==> config.mk <==
export PLATFORM = sky130hd
export DESIGN_NAME = muldiv_iter
export DESIGN_NICKNAME = d
export VERILOG_FILES = /design/src/rtl/muldiv_pkg.sv /design/src/rtl/muldiv_div_core.sv /design/src/rtl/muldiv_iter.sv
export SDC_FILE = /design/constraint.sdc
export NUM_CORES = 2
export LEC_CHECK = 0
export CORE_MARGIN = 2
export CORE_UTILIZATION = 30
export CTS_CLUSTER_SIZE = 8
export DETAILED_ROUTE_END_ITERATION = 10
export PLACE_DENSITY = 0.42
export SLEW_MARGIN = 10
export SYNTH_ARGS = -nofsm -noshare
export SYNTH_HDL_FRONTEND = slang
export SYNTH_SLANG_ARGS = --single-unit
==> constraint.sdc <==
create_clock -name Clk -period 5.01 [get_ports Clk]
set_input_delay 1.002 -clock Clk [delete_from_list [all_inputs] [get_ports Clk]]
set_output_delay 1.002 -clock Clk [all_outputs]
set_load 0.005 [all_outputs]
==> src/rtl/muldiv_pkg.sv <==
// Shared op codes, FSM encoding and elaboration helpers for the HI/LO
// multiply/divide unit.
package muldiv_pkg;

   localparam logic [3:0] OP_NOP   = 4'd0;
   localparam logic [3:0] OP_DIV   = 4'd1;
   localparam logic [3:0] OP_DIVU  = 4'd2;
   localparam logic [3:0] OP_MFHI  = 4'd3;
   localparam logic [3:0] OP_MFLO  = 4'd4;
   localparam logic [3:0] OP_MTHI  = 4'd5;
   localparam logic [3:0] OP_MTLO  = 4'd6;
   localparam logic [3:0] OP_MUL   = 4'd7;
   localparam logic [3:0] OP_MULT  = 4'd8;
   localparam logic [3:0] OP_MULTU = 4'd9;
   localparam logic [3:0] OP_MADD  = 4'd10;
   localparam logic [3:0] OP_MADDU = 4'd11;
   localparam logic [3:0] OP_MSUB  = 4'd12;
   localparam logic [3:0] OP_MSUBU = 4'd13;

   localparam logic [1:0] ST_IDLE = 2'd0;
   localparam logic [1:0] ST_MUL  = 2'd1;
   localparam logic [1:0] ST_DIV  = 2'd2;
   localparam logic [1:0] ST_FIX  = 2'd3;

   localparam int MUL_LAT_MIN = 1;

   // A zero-deep multiplier chain would leave nothing between operands and HI/LO.
   function automatic int mul_lat_clamp(input int lat);
      return (lat < MUL_LAT_MIN) ? MUL_LAT_MIN : lat;
   endfunction

   function automatic logic is_mul_class(input logic [3:0] op);
      return (op >= OP_MUL) && (op <= OP_MSUBU);
   endfunction

   function automatic logic is_div_class(input logic [3:0] op);
      return (op == OP_DIV) || (op == OP_DIVU);
   endfunction

   function automatic logic mul_is_signed(input logic [3:0] op);
      return (op == OP_MUL) || (op == OP_MULT) || (op == OP_MADD) || (op == OP_MSUB);
   endfunction

endpackage

==> src/rtl/muldiv_div_core.sv <==
// Unsigned radix-2 restoring divider, one quotient bit per cycle.
// done_o pulses one cycle after the last iteration; quotient/remainder then hold.
module muldiv_div_core
   import muldiv_pkg::*;
#(
   parameter int WIDTH = 32
) (
   input  logic             clk_i,
   input  logic             rst_ni,
   input  logic             start_i,
   input  logic             abort_i,
   input  logic [WIDTH-1:0] dividend_i,
   input  logic [WIDTH-1:0] divisor_i,
   output logic             done_o,
   output logic [WIDTH-1:0] quotient_o,
   output logic [WIDTH-1:0] remainder_o
);

   localparam int CW = $clog2(WIDTH + 1);

   logic [WIDTH-1:0] rem_q, rem_d;
   logic [WIDTH-1:0] quo_q, quo_d;
   logic [WIDTH-1:0] dvs_q, dvs_d;
   logic [CW-1:0]    cnt_q, cnt_d;
   logic             busy_q, busy_d;
   logic             done_q, done_d;
   logic [WIDTH:0]   trial_s;
   logic [WIDTH:0]   diff_s;

   assign trial_s = {rem_q, quo_q[WIDTH-1]};
   assign diff_s  = trial_s - {1'b0, dvs_q};

   // Next-state: load on start, one restoring step per busy cycle.
   always_comb begin
      rem_d  = rem_q;
      quo_d  = quo_q;
      dvs_d  = dvs_q;
      cnt_d  = cnt_q;
      busy_d = busy_q;
      done_d = 1'b0;
      if (abort_i) begin
         busy_d = 1'b0;
         cnt_d  = {CW{1'b0}};
      end else if (start_i) begin
         rem_d  = {WIDTH{1'b0}};
         quo_d  = dividend_i;
         dvs_d  = divisor_i;
         cnt_d  = CW'(WIDTH);
         busy_d = 1'b1;
      end else if (busy_q) begin
         if (!diff_s[WIDTH]) begin
            rem_d = diff_s[WIDTH-1:0];
            quo_d = {quo_q[WIDTH-2:0], 1'b1};
         end else begin
            rem_d = trial_s[WIDTH-1:0];
            quo_d = {quo_q[WIDTH-2:0], 1'b0};
         end
         cnt_d = cnt_q - CW'(1);
         if (cnt_q == CW'(1)) begin
            busy_d = 1'b0;
            done_d = 1'b1;
         end else begin
            busy_d = 1'b1;
         end
      end else begin
         busy_d = 1'b0;
      end
   end

   // Divider state registers.
   always_ff @(posedge clk_i or negedge rst_ni) begin
      if (!rst_ni) begin
         rem_q  <= {WIDTH{1'b0}};
         quo_q  <= {WIDTH{1'b0}};
         dvs_q  <= {WIDTH{1'b0}};
         cnt_q  <= {CW{1'b0}};
         busy_q <= 1'b0;
         done_q <= 1'b0;
      end else begin
         rem_q  <= rem_d;
         quo_q  <= quo_d;
         dvs_q  <= dvs_d;
         cnt_q  <= cnt_d;
         busy_q <= busy_d;
         done_q <= done_d;
      end
   end

   assign done_o      = done_q;
   assign quotient_o  = quo_q;
   assign remainder_o = rem_q;

endmodule

==> src/rtl/muldiv_iter.sv <==
// MIPS HI/LO multiply/divide unit: pipelined multiplier with accumulate,
// iterative divider with sign fix-up, valid/ready request port and flush.
module muldiv_iter
   import muldiv_pkg::*;
#(
   parameter int WIDTH   = 32,
   parameter int MUL_LAT = 2
) (
   input  logic             Clk,
   input  logic             resetn,
   input  logic             flush,
   input  logic             req_valid,
   output logic             req_ready,
   input  logic [3:0]       req_op,
   input  logic [WIDTH-1:0] rs_in,
   input  logic [WIDTH-1:0] rt_in,
   output logic [WIDTH-1:0] res_out,
   output logic             res_valid,
   output logic             busy,
   output logic [WIDTH-1:0] hi_out,
   output logic [WIDTH-1:0] lo_out
);

   localparam int LAT = mul_lat_clamp(MUL_LAT);
   localparam int W2  = 2 * WIDTH;
   localparam int LCW = (LAT > 1) ? $clog2(LAT) : 1;
   localparam logic [WIDTH-1:0] MIN_NEG = {1'b1, {(WIDTH-1){1'b0}}};

   logic [1:0]       state_q, state_d;
   logic [WIDTH-1:0] hi_q, hi_d, lo_q, lo_d, res_q, res_d;
   logic             res_valid_q, res_valid_d;
   logic [3:0]       op_q, op_d;
   logic [LCW-1:0]   lat_cnt_q, lat_cnt_d;
   logic [W2-1:0]    pipe_q [LAT];
   logic             q_neg_q, q_neg_d, r_neg_q, r_neg_d;
   logic             div0_q, div0_d, ovf_q, ovf_d;
   logic [WIDTH-1:0] dvd_q, dvd_d;

   logic             accept_s, mf_fire_s, mul_start_s, div_start_s, div_done_s;
   logic             div_signed_s, a_neg_s, b_neg_s;
   logic [W2-1:0]    a_ext_s, b_ext_s, prod_s, acc_s, mul_final_s;
   logic [WIDTH-1:0] a_mag_s, b_mag_s, quo_s, rem_s, quo_fix_s, rem_fix_s;

   assign accept_s    = req_valid && req_ready && !flush;
   assign mf_fire_s   = accept_s && ((req_op == OP_MFHI) || (req_op == OP_MFLO));
   assign mul_start_s = accept_s && is_mul_class(req_op);
   assign div_start_s = accept_s && is_div_class(req_op);

   assign a_ext_s = mul_is_signed(req_op) ? {{WIDTH{rs_in[WIDTH-1]}}, rs_in}
                                          : {{WIDTH{1'b0}}, rs_in};
   assign b_ext_s = mul_is_signed(req_op) ? {{WIDTH{rt_in[WIDTH-1]}}, rt_in}
                                          : {{WIDTH{1'b0}}, rt_in};
   assign prod_s  = a_ext_s * b_ext_s;
   assign acc_s   = {hi_q, lo_q};

   // Accumulate is applied on the last pipeline stage, against the live HI/LO.
   always_comb begin
      mul_final_s = pipe_q[LAT-1];
      case (op_q)
         OP_MADD, OP_MADDU: mul_final_s = acc_s + pipe_q[LAT-1];
         OP_MSUB, OP_MSUBU: mul_final_s = acc_s - pipe_q[LAT-1];
         default:           mul_final_s = pipe_q[LAT-1];
      endcase
   end

   assign div_signed_s = (req_op == OP_DIV);
   assign a_neg_s      = div_signed_s && rs_in[WIDTH-1];
   assign b_neg_s      = div_signed_s && rt_in[WIDTH-1];
   assign a_mag_s      = a_neg_s ? ({WIDTH{1'b0}} - rs_in) : rs_in;
   assign b_mag_s      = b_neg_s ? ({WIDTH{1'b0}} - rt_in) : rt_in;
   assign quo_fix_s    = q_neg_q ? ({WIDTH{1'b0}} - quo_s) : quo_s;
   assign rem_fix_s    = r_neg_q ? ({WIDTH{1'b0}} - rem_s) : rem_s;

   muldiv_div_core #(.WIDTH(WIDTH)) u_div_core (
      .clk_i       (Clk),
      .rst_ni      (resetn),
      .start_i     (div_start_s),
      .abort_i     (flush),
      .dividend_i  (a_mag_s),
      .divisor_i   (b_mag_s),
      .done_o      (div_done_s),
      .quotient_o  (quo_s),
      .remainder_o (rem_s)
   );

   // Control FSM and HI/LO/result next-state; flush discards everything pending.
   always_comb begin
      state_d     = state_q;
      hi_d        = hi_q;
      lo_d        = lo_q;
      res_d       = res_q;
      res_valid_d = 1'b0;
      op_d        = op_q;
      lat_cnt_d   = lat_cnt_q;
      q_neg_d     = q_neg_q;
      r_neg_d     = r_neg_q;
      div0_d      = div0_q;
      ovf_d       = ovf_q;
      dvd_d       = dvd_q;
      if (flush) begin
         state_d = ST_IDLE;
      end else begin
         case (state_q)
            ST_IDLE: begin
               if (accept_s) begin
                  case (req_op)
                     OP_MTHI: hi_d  = rs_in;
                     OP_MTLO: lo_d  = rs_in;
                     OP_MFHI: res_d = hi_q;
                     OP_MFLO: res_d = lo_q;
                     OP_DIV, OP_DIVU: begin
                        state_d = ST_DIV;
                        q_neg_d = a_neg_s ^ b_neg_s;
                        r_neg_d = a_neg_s;
                        div0_d  = (rt_in == {WIDTH{1'b0}});
                        ovf_d   = div_signed_s && (rs_in == MIN_NEG) && (rt_in == {WIDTH{1'b1}});
                        dvd_d   = rs_in;
                     end
                     default: begin
                        if (is_mul_class(req_op)) begin
                           state_d   = ST_MUL;
                           op_d      = req_op;
                           lat_cnt_d = {LCW{1'b0}};
                        end else begin
                           state_d = ST_IDLE;
                        end
                     end
                  endcase
               end else begin
                  state_d = ST_IDLE;
               end
            end
            ST_MUL: begin
               if (lat_cnt_q == LCW'(LAT - 1)) begin
                  state_d = ST_IDLE;
                  if (op_q == OP_MUL) begin
                     res_d       = mul_final_s[WIDTH-1:0];
                     res_valid_d = 1'b1;
                  end else begin
                     hi_d = mul_final_s[W2-1:WIDTH];
                     lo_d = mul_final_s[WIDTH-1:0];
                  end
               end else begin
                  lat_cnt_d = lat_cnt_q + LCW'(1);
               end
            end
            ST_DIV: begin
               if (div_done_s) begin
                  state_d = ST_FIX;
               end else begin
                  state_d = ST_DIV;
               end
            end
            ST_FIX: begin
               state_d = ST_IDLE;
               if (div0_q) begin
                  lo_d = {WIDTH{1'b1}};
                  hi_d = dvd_q;
               end else if (ovf_q) begin
                  lo_d = MIN_NEG;
                  hi_d = {WIDTH{1'b0}};
               end else begin
                  lo_d = quo_fix_s;
                  hi_d = rem_fix_s;
               end
            end
            default: state_d = ST_IDLE;
         endcase
      end
   end

   // Architectural and control registers.
   always_ff @(posedge Clk or negedge resetn) begin
      if (!resetn) begin
         state_q     <= ST_IDLE;
         hi_q        <= {WIDTH{1'b0}};
         lo_q        <= {WIDTH{1'b0}};
         res_q       <= {WIDTH{1'b0}};
         res_valid_q <= 1'b0;
         op_q        <= OP_NOP;
         lat_cnt_q   <= {LCW{1'b0}};
         q_neg_q     <= 1'b0;
         r_neg_q     <= 1'b0;
         div0_q      <= 1'b0;
         ovf_q       <= 1'b0;
         dvd_q       <= {WIDTH{1'b0}};
      end else begin
         state_q     <= state_d;
         hi_q        <= hi_d;
         lo_q        <= lo_d;
         res_q       <= res_d;
         res_valid_q <= res_valid_d;
         op_q        <= op_d;
         lat_cnt_q   <= lat_cnt_d;
         q_neg_q     <= q_neg_d;
         r_neg_q     <= r_neg_d;
         div0_q      <= div0_d;
         ovf_q       <= ovf_d;
         dvd_q       <= dvd_d;
      end
   end

   // Multiplier retiming chain; stage 0 only loads on an accepted multiply.
   always_ff @(posedge Clk or negedge resetn) begin
      if (!resetn) begin
         for (int i = 0; i < LAT; i++) pipe_q[i] <= {W2{1'b0}};
      end else begin
         if (mul_start_s) pipe_q[0] <= prod_s;
         for (int i = 1; i < LAT; i++) pipe_q[i] <= pipe_q[i-1];
      end
   end

   // An MF read owns the result port in its cycle, even over a coincident MUL pulse.
   assign res_out   = mf_fire_s ? ((req_op == OP_MFHI) ? hi_q : lo_q) : res_q;
   assign res_valid = res_valid_q | mf_fire_s;
   assign req_ready = (state_q == ST_IDLE);
   assign busy      = (state_q != ST_IDLE);
   assign hi_out    = hi_q;
   assign lo_out    = lo_q;

endmodule

==> out/qor.yml <==
syn_area_mm2: 0.0741
io_pins: 171
final.setup.tns_ns: -182.40
die_w_um: 501
worst_slack_ns: -4.35
first_pass_iters: 6
r2r_cells: 16
arrival_ns: 9.86
drive_gt1_share_pct: 19.6
synth-seq-cells: 372
antenna_found_initial: 12
cp_slowest_stage_delay_ns: 0.61
setup_viol: 64
yosysTopAreaCell: "fa_1"
finalHoldViolations: 0
core_area_mm2: 0.246
seq_area_frac_synth_pct: 12.6
cts_tree: "built"
regToRegStartpoint: "pipe_q[10]"
cp.depth: 36
num_rows: 182
crit_path_top_delay_cell: "fa_1"
vias: 61900
path_class: "input pin to register"
hpwl_um: 256000
critical_path.endpoint_type: "register"
synth_nets: 10400
drt-initial-drc-count: 3745
holdPathStages: 0
synthArstFlopShare_pct: 100
cts.sinks: 372
cts_hold_buf: 0
die_area_mm2: 0.251
slew_violations: 0
grt_overflow: 0
yosysWarningCount: 0
clockBufferDepth: 3
wl_um: 298000
htreeDepth: 2
synth_area_leaders: "fa_1, dfrtp_1, inv_1"
area_growth_pct: 25.3
max-slew-margin-rel_pct: 26.4
max_freq_ghz: 0.107
worst_pin_slew_ns: 1.09
synth.top_cell.area_share_pct: 38.4
wl_per_cell_um: 23.4
clk_latency_ns: 0.66
skew_ns: 0.0270
status: "finished with violations"
cts_buffers: 55
worst-path-max-fanout: 6
synth_edf_count: 0
die_height_um: 501
cp_common_cell: "fa_1"
drc_errors: 0
ant_nets: 0
synth_ff_type: "dfrtp_1"
cp_num_buf_inv: 9
min_path_type: "register to register"
syn_inst: 8468
final_nets: 11400
cts-root-buf: "clkbuf_16"
grt_pass1_wl_um: 446000
grt_pass1_vias: 67600
cap_violations: 0
fillers: 25200
startpoint: "req_op[2]"
hold_path.startpoint: "pipe_q[77]"
cp-start-kind: "input pin"
violations: "negative setup slack"
start_util_pct: 30.2
grt_setup_unrepaired: "yes"
grt_max_degree: 101
finalWeightedCongestion: 0.936
track_usage_pct: 23.9
crit_family: "adder cells"
period_share_pct: 187
via_per_inst: 4.86
required_ns: 5.51
syn_avg_cell_area_um2: 8.75
fin_crit_ns: 9.36
portBuffers: 170
path_clk_slew_ns: 0.05
ys_types: 94
## stage by stage
step | util, % | worst slack (ns) | cells | hold WS [ns] | cell area, um^2
3_3_place_gp | 36.1 | -5.46 | 12600 | 0.360 | 88800
6_report | 37.8 | -4.35 | 12700 | 0.368 | 92800
4_1_cts | 37.1 | -4.40 | 12700 | 0.371 | 91100
3_5_place_dp | 36.1 | -5.47 | 12600 | 0.360 | 88800
2_1_floorplan | - | -4.55 | 8468 | 0.346 | 76000
5_1_grt | 37.8 | -4.58 | 12700 | 0.382 | 92800
## cell usage in the layout, fill, tap and decap left out, types with 42 or more instances in the layout
master	netlist	final
xnor2_1	209	192
fa_2	0	55
ha_1	416	365
buf_6	1	89
inv_1	1657	1604
nor3_1	71	64
inv_2	0	53
clkdlybuf4s50_1	0	109
fa_1	1420	1365
and2_1	341	320
a21o_1	103	102
a21oi_1	320	273
and3_1	47	42
dfrtp_1	372	372
xor2_1	153	148
o21ai_0	405	348
or3_1	45	42
buf_12	0	91
clkbuf_16	0	57
nand4_1	45	45
ha_4	0	49
a31oi_1	51	44
mux2i_1	89	89
nor2_1	308	295
nand3_1	63	58
o21ai_1	24	66
buf_4	2	1123
nand2_1	1291	1247
## cells in the mapped netlist, drive strengths merged (9+ instances only)
master,number
o21ai,430
a2111oi,10
xor2,153
nor3,71
a21boi,10
a22oi,13
a211oi,33
clkbuf,394
nand4,45
a211o,14
nor2,308
dfrtp,372
nand2,1291
nand3,63
nand2b,35
or2,12
ha,416
buf,84
inv,1657
xnor2,210
o211ai,41
a221oi,13
a21o,103
or4,21
o41ai,19
a31oi,51
nor4,22
mux2i,89
o21bai,39
o21a,31
o31ai,54
and3,47
or3,46
a21oi,321
o2111ai,9
fa,1420
nor2b,35
and2,342
mux2,11
## cell type report
type                       instances  area (um^2)  area share (%)
clock buffer                      67         1450            1.56
sequential                       372         9310            10.0
inverter                        1658         6220            6.70
antenna                            7         17.5          0.0189
tap                             3220         4030            4.34
multi-input combinational       5960        59000            63.5
timing repair buffer            1456        12700            13.7
clock inverter                     6          105           0.113
## worst reg2reg max path, stage by stage, from the launching register on
cell and delay [ns]:
dfrtp_1 0.41, or4_4 0.61, nor4b_4 0.38, and2_1 0.20
nand2_1 0.12, or3_4 0.44, or3_1 0.39, nor4_2 0.18
nor2_1 0.09, xnor2_1 0.16, ha_1 0.32, nand4_1 0.13
or3_1 0.46, nor4_2 0.39, nor2_1 0.16, or4_1 0.52
a41oi_1 0.20
## registers in the layout (all words and copies together), names as in the netlist, 2 cells and up
name	flops
lo_out	32
u_div_core.cnt_q	6
u_div_core.quotient_o	32
pipe_q	128
res_q	32
u_div_core.remainder_o	32
state_q	2
op_q	4
dvd_q	32
u_div_core.dvs_q	32
hi_out	32
## cells by family (layout without fill, tap and decap cells)
family | after synthesis | after routing | synth area share (%)
muxes | 100 | 100 | 1.37
buffers and inverters | 2136 | 3187 | 10.8
and+or+nand+nor | 2373 | 2373 | 14.7
DFF | 372 | 372 | 12.6
adders and majority gates | 1837 | 1837 | 45.4
other | 0 | 7 | 0
xor gates and xnor gates | 363 | 363 | 4.30
AOI/OAI and AO/OA | 1287 | 1287 | 10.8
## repair_timing
action	in CTS	in global routing
buffers inserted	25	57
pin swaps	98	195
resized for setup	150	366
cloned	1	2
setup endpoints to repair	75	89
## routing by layer
metal,part of all wire [%],GRT usage [%],up-vias
li1,-,-,28300
met5,0,0,-
met4,3.9,7.72,0
met2,50,42.9,1391
met3,3.8,1.88,354
met1,42,30.3,31900
## path summary, 6_finish.rpt
path                                to  slack [ns]
max in group asynchronous   hi_out[10]        3.49
min in group asynchronous   pipe_q[74]        0.44
setup reg to reg            hi_out[31]       -0.21
setup / recovery           pipe_q[127]       -4.35
hold / removal              pipe_q[13]        0.37
hold reg to reg             pipe_q[13]        0.37
Power is left out: the tool's default activity adds up to more than one toggle a clock period on the data nets, which glitch-free logic cannot reach.
